<file path="src/rtl/vga_ctrl_apb.sv">
// VGA timing generator and pixel source (solid, colour bars, FIFO stream) with an APB3 control port.
// All outputs are registered one cycle behind the (x, y) counters that produce them.
module vga_ctrl_apb #(
    parameter int H_ACTIVE   = 640,
    parameter int H_FP       = 16,
    parameter int H_SYNC     = 96,
    parameter int H_BP       = 48,
    parameter int V_ACTIVE   = 480,
    parameter int V_FP       = 10,
    parameter int V_SYNC     = 2,
    parameter int V_BP       = 33,
    parameter bit HSYNC_POL  = 1'b0,
    parameter bit VSYNC_POL  = 1'b0,
    parameter int FIFO_DEPTH = 16
) (
    input  logic        clock,
    input  logic        reset,
    input  logic [31:0] in_paddr,
    input  logic        in_psel,
    input  logic        in_penable,
    input  logic [2:0]  in_pprot,
    input  logic        in_pwrite,
    input  logic [31:0] in_pwdata,
    input  logic [3:0]  in_pstrb,
    output logic        in_pready,
    output logic [31:0] in_prdata,
    output logic        in_pslverr,
    output logic [7:0]  vga_r,
    output logic [7:0]  vga_g,
    output logic [7:0]  vga_b,
    output logic        vga_hsync,
    output logic        vga_vsync,
    output logic        vga_valid
);
    localparam int H_TOTAL = H_SYNC + H_BP + H_ACTIVE + H_FP;
    localparam int V_TOTAL = V_SYNC + V_BP + V_ACTIVE + V_FP;
    localparam int XW      = $clog2(H_TOTAL + 1);
    localparam int YW      = $clog2(V_TOTAL + 1);
    localparam int AW      = $clog2(FIFO_DEPTH);
    localparam int BW      = H_ACTIVE / 8;

    localparam logic [XW-1:0] H_SYNC_X  = XW'(H_SYNC);
    localparam logic [XW-1:0] H_START_X = XW'(H_SYNC + H_BP);
    localparam logic [XW-1:0] H_END_X   = XW'(H_SYNC + H_BP + H_ACTIVE);
    localparam logic [XW-1:0] H_LAST_X  = XW'(H_TOTAL - 1);
    localparam logic [YW-1:0] V_SYNC_Y  = YW'(V_SYNC);
    localparam logic [YW-1:0] V_START_Y = YW'(V_SYNC + V_BP);
    localparam logic [YW-1:0] V_END_Y   = YW'(V_SYNC + V_BP + V_ACTIVE);
    localparam logic [YW-1:0] V_LAST_Y  = YW'(V_TOTAL - 1);
    localparam logic [AW:0]   FULL_LVL  = (AW+1)'(FIFO_DEPTH);

    function automatic logic [23:0] bar_rgb(input logic [2:0] idx);
        case (idx)
            3'd0:    return 24'hFFFFFF;
            3'd1:    return 24'hFFFF00;
            3'd2:    return 24'h00FFFF;
            3'd3:    return 24'h00FF00;
            3'd4:    return 24'hFF00FF;
            3'd5:    return 24'hFF0000;
            3'd6:    return 24'h0000FF;
            default: return 24'h000000;
        endcase
    endfunction

    function automatic logic [15:0] sat_inc16(input logic [15:0] v);
        return (v == 16'hFFFF) ? v : v + 16'd1;
    endfunction

    logic [XW-1:0] x, x_off;
    logic [YW-1:0] y;
    logic [2:0]    ctrl;
    logic [23:0]   color;
    logic          frame_done;
    logic [15:0]   frame_cnt, underflow;
    logic [23:0]   fifo_mem [FIFO_DEPTH];
    logic [AW-1:0] wr_ptr, rd_ptr;
    logic [AW:0]   level;
    logic [2:0]    bar, off;
    logic [23:0]   pixel;
    logic en, hs_raw, vs_raw, act, vblank, frame_end;
    logic fifo_full, fifo_empty, pop_req, pop, starve, push, flush;
    logic access, bad_off, err, wr_ok;
    logic [1:0] mode;
    logic unused_bits;

    assign unused_bits = ^{in_pprot, in_pstrb, in_paddr[31:5], in_paddr[1:0], in_pwdata[31:24]};

    assign en         = ctrl[0];
    assign mode       = ctrl[2:1];
    assign off        = in_paddr[4:2];
    assign access     = in_psel & in_penable;
    assign fifo_full  = (level == FULL_LVL);
    assign fifo_empty = (level == '0);
    // A push is judged against the pre-pop fill level, so a full FIFO rejects it even if a pop happens.
    assign bad_off    = (off >= 3'd5);
    assign err        = access & (bad_off | (in_pwrite & (off == 3'd3) & fifo_full));
    assign wr_ok      = access & in_pwrite & ~err;
    assign push       = wr_ok & (off == 3'd3);
    assign flush      = wr_ok & (off == 3'd0) & ((in_pwdata[2:1] != 2'd2) | ~in_pwdata[0]);

    assign hs_raw    = (x < H_SYNC_X);
    assign vs_raw    = (y < V_SYNC_Y);
    assign vblank    = ~((y >= V_START_Y) & (y < V_END_Y));
    assign act       = (x >= H_START_X) & (x < H_END_X) & ~vblank;
    assign frame_end = en & (x == H_LAST_X) & (y == V_LAST_Y);
    assign pop_req   = en & act & (mode == 2'd2);
    assign pop       = pop_req & ~fifo_empty;
    assign starve    = pop_req & fifo_empty;
    assign x_off     = x - H_START_X;

    // Remainder pixels past 8*BW fall through to bar 7.
    always_comb begin
        bar = 3'd0;
        for (int i = 1; i < 8; i++) begin
            if (x_off >= XW'(i * BW)) bar = 3'(i);
        end
    end

    always_comb begin
        pixel = color;
        case (mode)
            2'd1:    pixel = bar_rgb(bar);
            2'd2:    pixel = fifo_empty ? 24'h0 : fifo_mem[rd_ptr];
            default: pixel = color;
        endcase
    end

    always_ff @(posedge clock or negedge reset) begin
        if (!reset) begin
            x <= '0;
            y <= '0;
        end else if (!en) begin
            x <= '0;
            y <= '0;
        end else if (x == H_LAST_X) begin
            x <= '0;
            y <= (y == V_LAST_Y) ? '0 : y + 1'b1;
        end else begin
            x <= x + 1'b1;
        end
    end

    always_ff @(posedge clock or negedge reset) begin
        if (!reset) begin
            vga_hsync       <= ~HSYNC_POL;
            vga_vsync       <= ~VSYNC_POL;
            vga_valid       <= 1'b0;
            {vga_r, vga_g, vga_b} <= 24'h0;
        end else begin
            vga_hsync       <= (en & hs_raw) ? HSYNC_POL : ~HSYNC_POL;
            vga_vsync       <= (en & vs_raw) ? VSYNC_POL : ~VSYNC_POL;
            vga_valid       <= en & act;
            {vga_r, vga_g, vga_b} <= (en & act) ? pixel : 24'h0;
        end
    end

    always_ff @(posedge clock or negedge reset) begin
        if (!reset) begin
            ctrl       <= '0;
            color      <= '0;
            frame_done <= 1'b0;
            frame_cnt  <= '0;
            underflow  <= '0;
        end else begin
            if (wr_ok && off == 3'd0) ctrl  <= in_pwdata[2:0];
            if (wr_ok && off == 3'd1) color <= in_pwdata[23:0];
            if (frame_end) begin
                frame_done <= 1'b1;
                frame_cnt  <= frame_cnt + 16'd1;
            end else if (wr_ok && off == 3'd2 && in_pwdata[3]) begin
                frame_done <= 1'b0;
            end
            if (wr_ok && off == 3'd4) underflow <= '0;
            else if (starve)          underflow <= sat_inc16(underflow);
        end
    end

    always_ff @(posedge clock or negedge reset) begin
        if (!reset) begin
            wr_ptr <= '0;
            rd_ptr <= '0;
            level  <= '0;
        end else if (flush) begin
            wr_ptr <= '0;
            rd_ptr <= '0;
            level  <= '0;
        end else begin
            if (push) wr_ptr <= wr_ptr + 1'b1;
            if (pop)  rd_ptr <= rd_ptr + 1'b1;
            level <= level + (AW+1)'(push) - (AW+1)'(pop);
        end
    end

    always_ff @(posedge clock) begin
        if (push) fifo_mem[wr_ptr] <= in_pwdata[23:0];
    end

    assign in_pready  = 1'b1;
    assign in_pslverr = reset & err;

    always_comb begin
        in_prdata = 32'h0;
        if (reset && access && !in_pwrite) begin
            case (off)
                3'd0:    in_prdata = {29'h0, ctrl};
                3'd1:    in_prdata = {8'h0, color};
                3'd2:    in_prdata = {frame_cnt, 8'(level), 4'h0, frame_done, fifo_empty, fifo_full, vblank};
                3'd4:    in_prdata = {16'h0, underflow};
                default: in_prdata = 32'h0;
            endcase
        end
    end
endmodule

</file>
<file path="config.mk">
export PLATFORM = sky130hd
export DESIGN_NAME = vga_ctrl_apb
export DESIGN_NICKNAME = d
export VERILOG_FILES = /design/src/rtl/vga_ctrl_apb.sv
export SDC_FILE = /design/constraint.sdc
export NUM_CORES = 1
export LEC_CHECK = 0
export CAP_MARGIN = 20
export CORE_ASPECT_RATIO = 0.6
export CORE_MARGIN = 2
export CORE_UTILIZATION = 30
export DETAILED_ROUTE_END_ITERATION = 8
export GPL_TIMING_DRIVEN = 0
export PLACE_DENSITY = 0.49
export SETUP_SLACK_MARGIN = 0.2
export SLEW_MARGIN = 20
export SYNTH_ARGS = -nofsm -noshare
export SYNTH_HDL_FRONTEND = slang
export SYNTH_SLANG_ARGS = --single-unit
</file>
<file path="constraint.sdc">
create_clock -name clock -period 3.8 [get_ports clock]
set_input_delay 0.57 -clock clock [delete_from_list [all_inputs] [get_ports clock]]
set_output_delay 0.57 -clock clock [all_outputs]
set_load 0.01 [all_outputs]
</file>
== Yosys cells after proc, flatten, opt, wreduce, memory -nomap -nowiden ==
Memories as Yosys holds them, arrays and structs flattened.
Index checks and enable logic that the tools add are counted.

* Flip-flop bits (word level): 120
* Bits in writable memories: 384
* Output and inout port bits: 61
* Logic and storage cells: 134
* Memories: 1

{| class="wikitable"
|+ Memory list
! name !! words !! bits a word !! read ports !! clocked after Yosys merged registers in !! wr ports !! RTL line !! text
|-
| fifo_mem || 16 || 24 || 1 || 0 || 1 || 75 || <nowiki>logic [23:0] fifo_mem [FIFO_DEPTH];</nowiki>
|}

* Add/subtract/negate cells: 9
* $lt $le $gt $ge: 14
* Eq/ne operators: 19
* Mux-type cells: 32
* Bitwise operators: 27
* Reductions and logical operators: 16

{| class="wikitable"
|+ Operators with widths
! kind !! number
|-
| 24-bit case mux with 7 select lines || 1
|-
| 32-bit case mux with 4 select lines || 1
|-
| 10-bit 2-to-1 mux || 5
|-
| 16-bit 2-to-1 mux || 3
|-
| 24-bit 2-to-1 mux || 2
|-
| 24-bit case mux with 2 select lines || 1
|-
| 16-bit by 1-bit adder with 16-bit output, second input constant || 2
|-
| 32-bit 2-to-1 mux || 1
|-
| 10-bit by 8-bit greater-or-equal comparator with 1-bit output, second input constant || 3
|-
| 10-bit by 9-bit greater-or-equal comparator with 1-bit output, second input constant || 3
|-
| 1-bit AND || 21
|-
| 10-bit by 1-bit adder with 10-bit output, second input constant || 2
|-
| 10-bit == test, second input constant || 2
|-
| 10-bit less-than comparator, second input constant || 2
|-
| 16-bit == test, second input constant || 1
|-
| 4-bit 2-to-1 mux || 4
|-
| 3-bit by 2-bit == test with 1-bit output, second input constant || 4
|-
| 3-bit == test, second input constant || 4
|-
| 3-bit 2-to-1 mux || 4
|-
| 10-bit greater-or-equal comparator, second input constant || 1
|-
| 10-bit by 6-bit greater-or-equal comparator with 1-bit output, second input constant || 1
|-
| 10-bit by 7-bit greater-or-equal comparator with 1-bit output, second input constant || 1
|-
| 10-bit by 2-bit less-than comparator with 1-bit output, second input constant || 1
|-
| 10-bit by 7-bit less-than comparator with 1-bit output, second input constant || 1
|-
| 22 further kinds || 46
|}

== Depth between registers and ports, before layout ==
* Word-level depth: 13
* Gate-level depth with buffers: 20
* Mapped depth without buffers: 17

== Least setup slack after synthesis ==
Ideal clock, no wire load.

* Path kind: input to register
* Start point: input in_paddr[4]
* End point: memory fifo_mem[0][0], enable pin
* Arrival: 3,782 ps
* Data required time: 3,334 ps
* Slack: -448 ps
* Cell stages on the path: 4
* Buffers on the path: 1
* Cell sequence: buf_2 -> nor4_2 -> inv_2 -> nor4_1

* Word-level cells in the longest chain between the ends: 10
* Elaborated cells on any way between the ends: 11

{| class="wikitable"
|+ RTL lines
! item !! RTL line !! text
|-
| start, declared || 18 || <nowiki>input logic [31:0] in_paddr,</nowiki>
|-
| 3-bit by 2-bit == test with 1-bit output || 96, 98 ||
|-
| 1-bit AND (2 in series) || 96 || <nowiki>assign err = access & (bad_off | (in_pwrite & (off == 3'd3) & fifo_full));</nowiki>
|-
| 1-bit OR || 96 ||
|-
| 1-bit AND || 96 ||
|-
| 1-bit inverter || 97 || <nowiki>assign wr_ok = access & in_pwrite & ~err;</nowiki>
|-
| 1-bit AND || 97 ||
|-
| 1-bit AND (*) || 98 || <nowiki>assign push = wr_ok & (off == 3'd3);</nowiki>
|-
| 1-bit 2-to-1 mux (*) || 195 || <nowiki>if (push) fifo_mem[wr_ptr] <= in_pwdata[23:0];</nowiki>
|-
| 1-bit 2-to-1 mux (implied by the code) (*) || 195 ||
|-
| end, declared || 75 ||
|}

Mark *: on every way between the ends. The rest lies on a longest branch, timed or not.

== Worst setup path after layout ==
* Start point: input in_paddr[3]
* End point: output in_prdata[17]

* Word-level cells in the longest chain between the ends: 3
* Elaborated cells on any way between the ends: 6

{| class="wikitable"
|+ RTL lines
! item !! RTL line !! text
|-
| 3-bit == test (tied with other cells) || 204 || <nowiki>case (off)</nowiki>
|-
| 32-bit case mux with 4 select lines (*) || 204 ||
|-
| 32-bit 2-to-1 mux (*) || 203 || <nowiki>if (reset && access && !in_pwrite) begin</nowiki>
|-
| end, declared || 26 || <nowiki>output logic [31:0] in_prdata,</nowiki>
|}

Marked as above.

==> run summary <==
Crit path launch type: primary input
Worst-path clk slew: 0.06 ns
Post-Syn Instances: 1338
Height of the die: 212 um
Routed Antenna Nets: 0
CP arrival: 2.90 ns
Min Tclk post-route: 3.47 ns
Top FF cell, synth: edfxtp_1
Min-delay src: frame_cnt[15]$_DFFE_PN0P_
WP data required: 3.23 ns
Pwr/cell area: 528 nW/um2
Met2 usage: 24.3%
Avg Inst Size Synth: 16.2 um2
Busiest grt layer: met1
Clk Latency, worst-skew pair: 0.60 ns
Final Instance Area: 26300 um2
CTS tree: built
Area after DPL: 24400 um2
Period utilization: 91.4%
Pin count of the biggest net entering global routing: 72
Via Count: 12800
Finished Layout Cells: 2550
Hold Slack: 0.467 ns
IO buf count: 90
Synth unique cells: 79
Sequential fraction of the synthesis area: 67.2%
Cell taking the most area after synthesis: edfxtp_1
Post-Syn Area: 21600 um2
Gr ovfl total: 0
CP Capture Type: primary output
Status: finished clean
Pleak: 9.09 nW
Synthesis Warnings: 0
Final setup viols: 0
CTS buffer count: 48
Fin util: 36.8%
Vias in the first global route: 12800
Crit path max fanout: 10
Max Clk Rate: 0.288 GHz
Final RePlAce weighted congestion: 0.865
Routed len/inst: 24.5 um
Layout cells sized above 1: 24.0%
Final Hold Vio Count: 0
Iteration-0 DRC Markers: 1293
Area delta synth->final: 21.5%
Critical path, cell by cell: clkdlybuf4s50_1, nor2b_1, clkbuf_1, clkbuf_2, a22oi_1, nor2_1, clkdlybuf4s50_1
Most frequent CP cell: clkdlybuf4s50_1
Initial antenna violation count: 2
CTS root buffer: clkbuf_16
Placed insts: 2453
Synth top cells by count: edfxtp_1 (384), dfrtp_1 (118), mux4_2 (112)
Number of synthesized flops with an enable pin: 384
Clock buffer depth: 3
Post-detailed-placement half-perimeter wirelength: 43.0 mm
# IOs: 137
Pre-Repair DR Iteration Count: 5
Share of the synthesized area in the top cell type: 53.3%
Total track usage: 16.9%
Synth Register Bits: 504
Final Skew: 0.0254 ns
Layout Nets: 1635
Effective utilization at floorplan: 30.2%
Max cap viols: 0
RSZ-0062 raised after global routing: true
Asr flop ratio synth: 23.8%
Drt via density: 5.01
CP max-delay cell: clkdlybuf4s50_1
Maximum vdd drop: 0.339 mV
Global routing usage on met1: 26.8%
Met3 Usage GRT: 2.97%
Most frequent cell after synthesis: edfxtp_1
CORE AREA: 71500 um2
Syn nets: 1438
Drt drc: 0
Synth top area cells: edfxtp_1 (53%), dfrtp_1 (14%), mux4_2 (12%)
DRT Wirelength: 62.4 mm
Worst Setup Path Type: primary input to primary output
Worst setup path startpoint: in_paddr[3]
Worst slew pin tran: 1.09 ns
Max Transition Viols Final: 0
Die width: 351 um
Rows: 76
Final TNS setup: 0 ns
Die area: 74300 um2
Hold Crit Class: flip-flop to flip-flop
RR Startpoint: x[4]$_DFF_PN0_
Sink Count: 504
First-pass GRT wire length: 90.9 mm
Fillers: 6760
CTS H-tree depth: 2
Rel. slew slack: 27.2%
Max stage delay on crit path: 0.59 ns
[area by class of cell]
cell class                      count  area, um2  share of cell area (%)
Clock inverter                     23        370                    1.41
Multi-Input combinational cell    701       6640                    25.3
Antenna cell                        1       2.50                 0.00952
Tap cell                          975       1220                    4.64
Clock buffer                       66       1380                    5.25
Buffer                             76        397                    1.51
Timing Repair Buffer              147       1520                    5.77
Inverter                           57        221                   0.843
Sequential cell                   504      14500                    55.3
[routing by layer]
metal	wire length, um	vias up
li1	-	5575
met1	31100	6740
met2	26800	400
met3	3710	55
met4	847	0
met5	0	-
[path summary, 6_finish.rpt]
kind / cells past startpoint / endpoint / slack, ns
max in group asynchronous: 3 / vga_b[3]$_DFF_PN0_ / 2.71
hold / removal: 1 / frame_cnt[15]$_DFFE_PN0P_ / 0.47
setup reg to reg: 19 / level[4]$_DFF_PN0_ / 0.36
setup / recovery: 7 / in_prdata[17] / 0.33
hold reg to reg: 1 / frame_cnt[15]$_DFFE_PN0P_ / 0.47
min in group asynchronous: 3 / frame_cnt[6]$_DFFE_PN0P_ / 0.64
[metrics by stage]
stage | total power [mW] | setup WS, ns
finish | 13.9 | 0.328
global route | 14.5 | 0.111
CTS | 14.0 | 0.0918
detailed placement | 8.64 | -0.179
global placement | 8.60 | -5.57
floorplan | 7.78 | -0.448
[power breakdown]
group / switching, mW / internal, mW
clock network: 2.19 / 3.16
registers: 0.208 / 6.10
logic: 1.30 / 0.930
[worst max-delay path, delay by kind of cell]
family          cells  cell delay [ns]
compound gates      1             0.17
simple gates        2             0.27
buf+inv             4             1.87
[logic make-up (layout without fill, tap and decap cells)]
group | count (synthesis) | in the layout | synth area share [%]
flops | 504 | 504 | 67.2
xor+xnor | 53 | 53 | 2.15
mux | 137 | 137 | 12.9
simple gates | 332 | 332 | 8.02
compound gates | 154 | 154 | 5.51
fa+ha+maj | 24 | 24 | 1.42
buf+inv | 133 | 369 | 2.78
other cells | 1 | 2 | 0.0173
[cell usage in the layout, fill, tap and decap left out, drive strengths merged, types with 5 or more instances in the layout]
master,instances
buf,100
nand2b,5
nand3,23
bufinv,9
nor2b,10
nand4,22
xor2,28
clkinv,7
clkinvlp,5
nor3b,5
nand2,88
nand4b,5
nor3,15
nor2,89
mux2,11
mux4,112
mux2i,14
dfrtp,118
a21oi,25
clkdlybuf4s50,89
a22oi,23
o211ai,11
and3,18
edfxtp,384
and2,20
inv,59
o21ai,43
ha,23
xnor2,25
a221oi,24
clkbuf,98
nor4,10
[state kept, by name, summed over array words and instances (netlist names), 3 cells and up]
| register | flops |
|---|---|
| rd_ptr | 4 |
| fifo_mem | 384 |
| ctrl | 3 |
| underflow | 16 |
| x | 10 |
| wr_ptr | 4 |
| vga_b | 8 |
| vga_g | 8 |
| y | 10 |
| color | 24 |
| level | 5 |
| frame_cnt | 16 |
| vga_r | 8 |
[repair_timing]
item                       in CTS  in global routing
hold endpoints to repair       47                  0
resized for setup               8                 15
pin swaps                       0                  1
setup endpoints to repair      23                 43
hold buffers                    3                  0
setup buffers                   0                  3
Note: power is estimated with default switching activity, not from simulation.
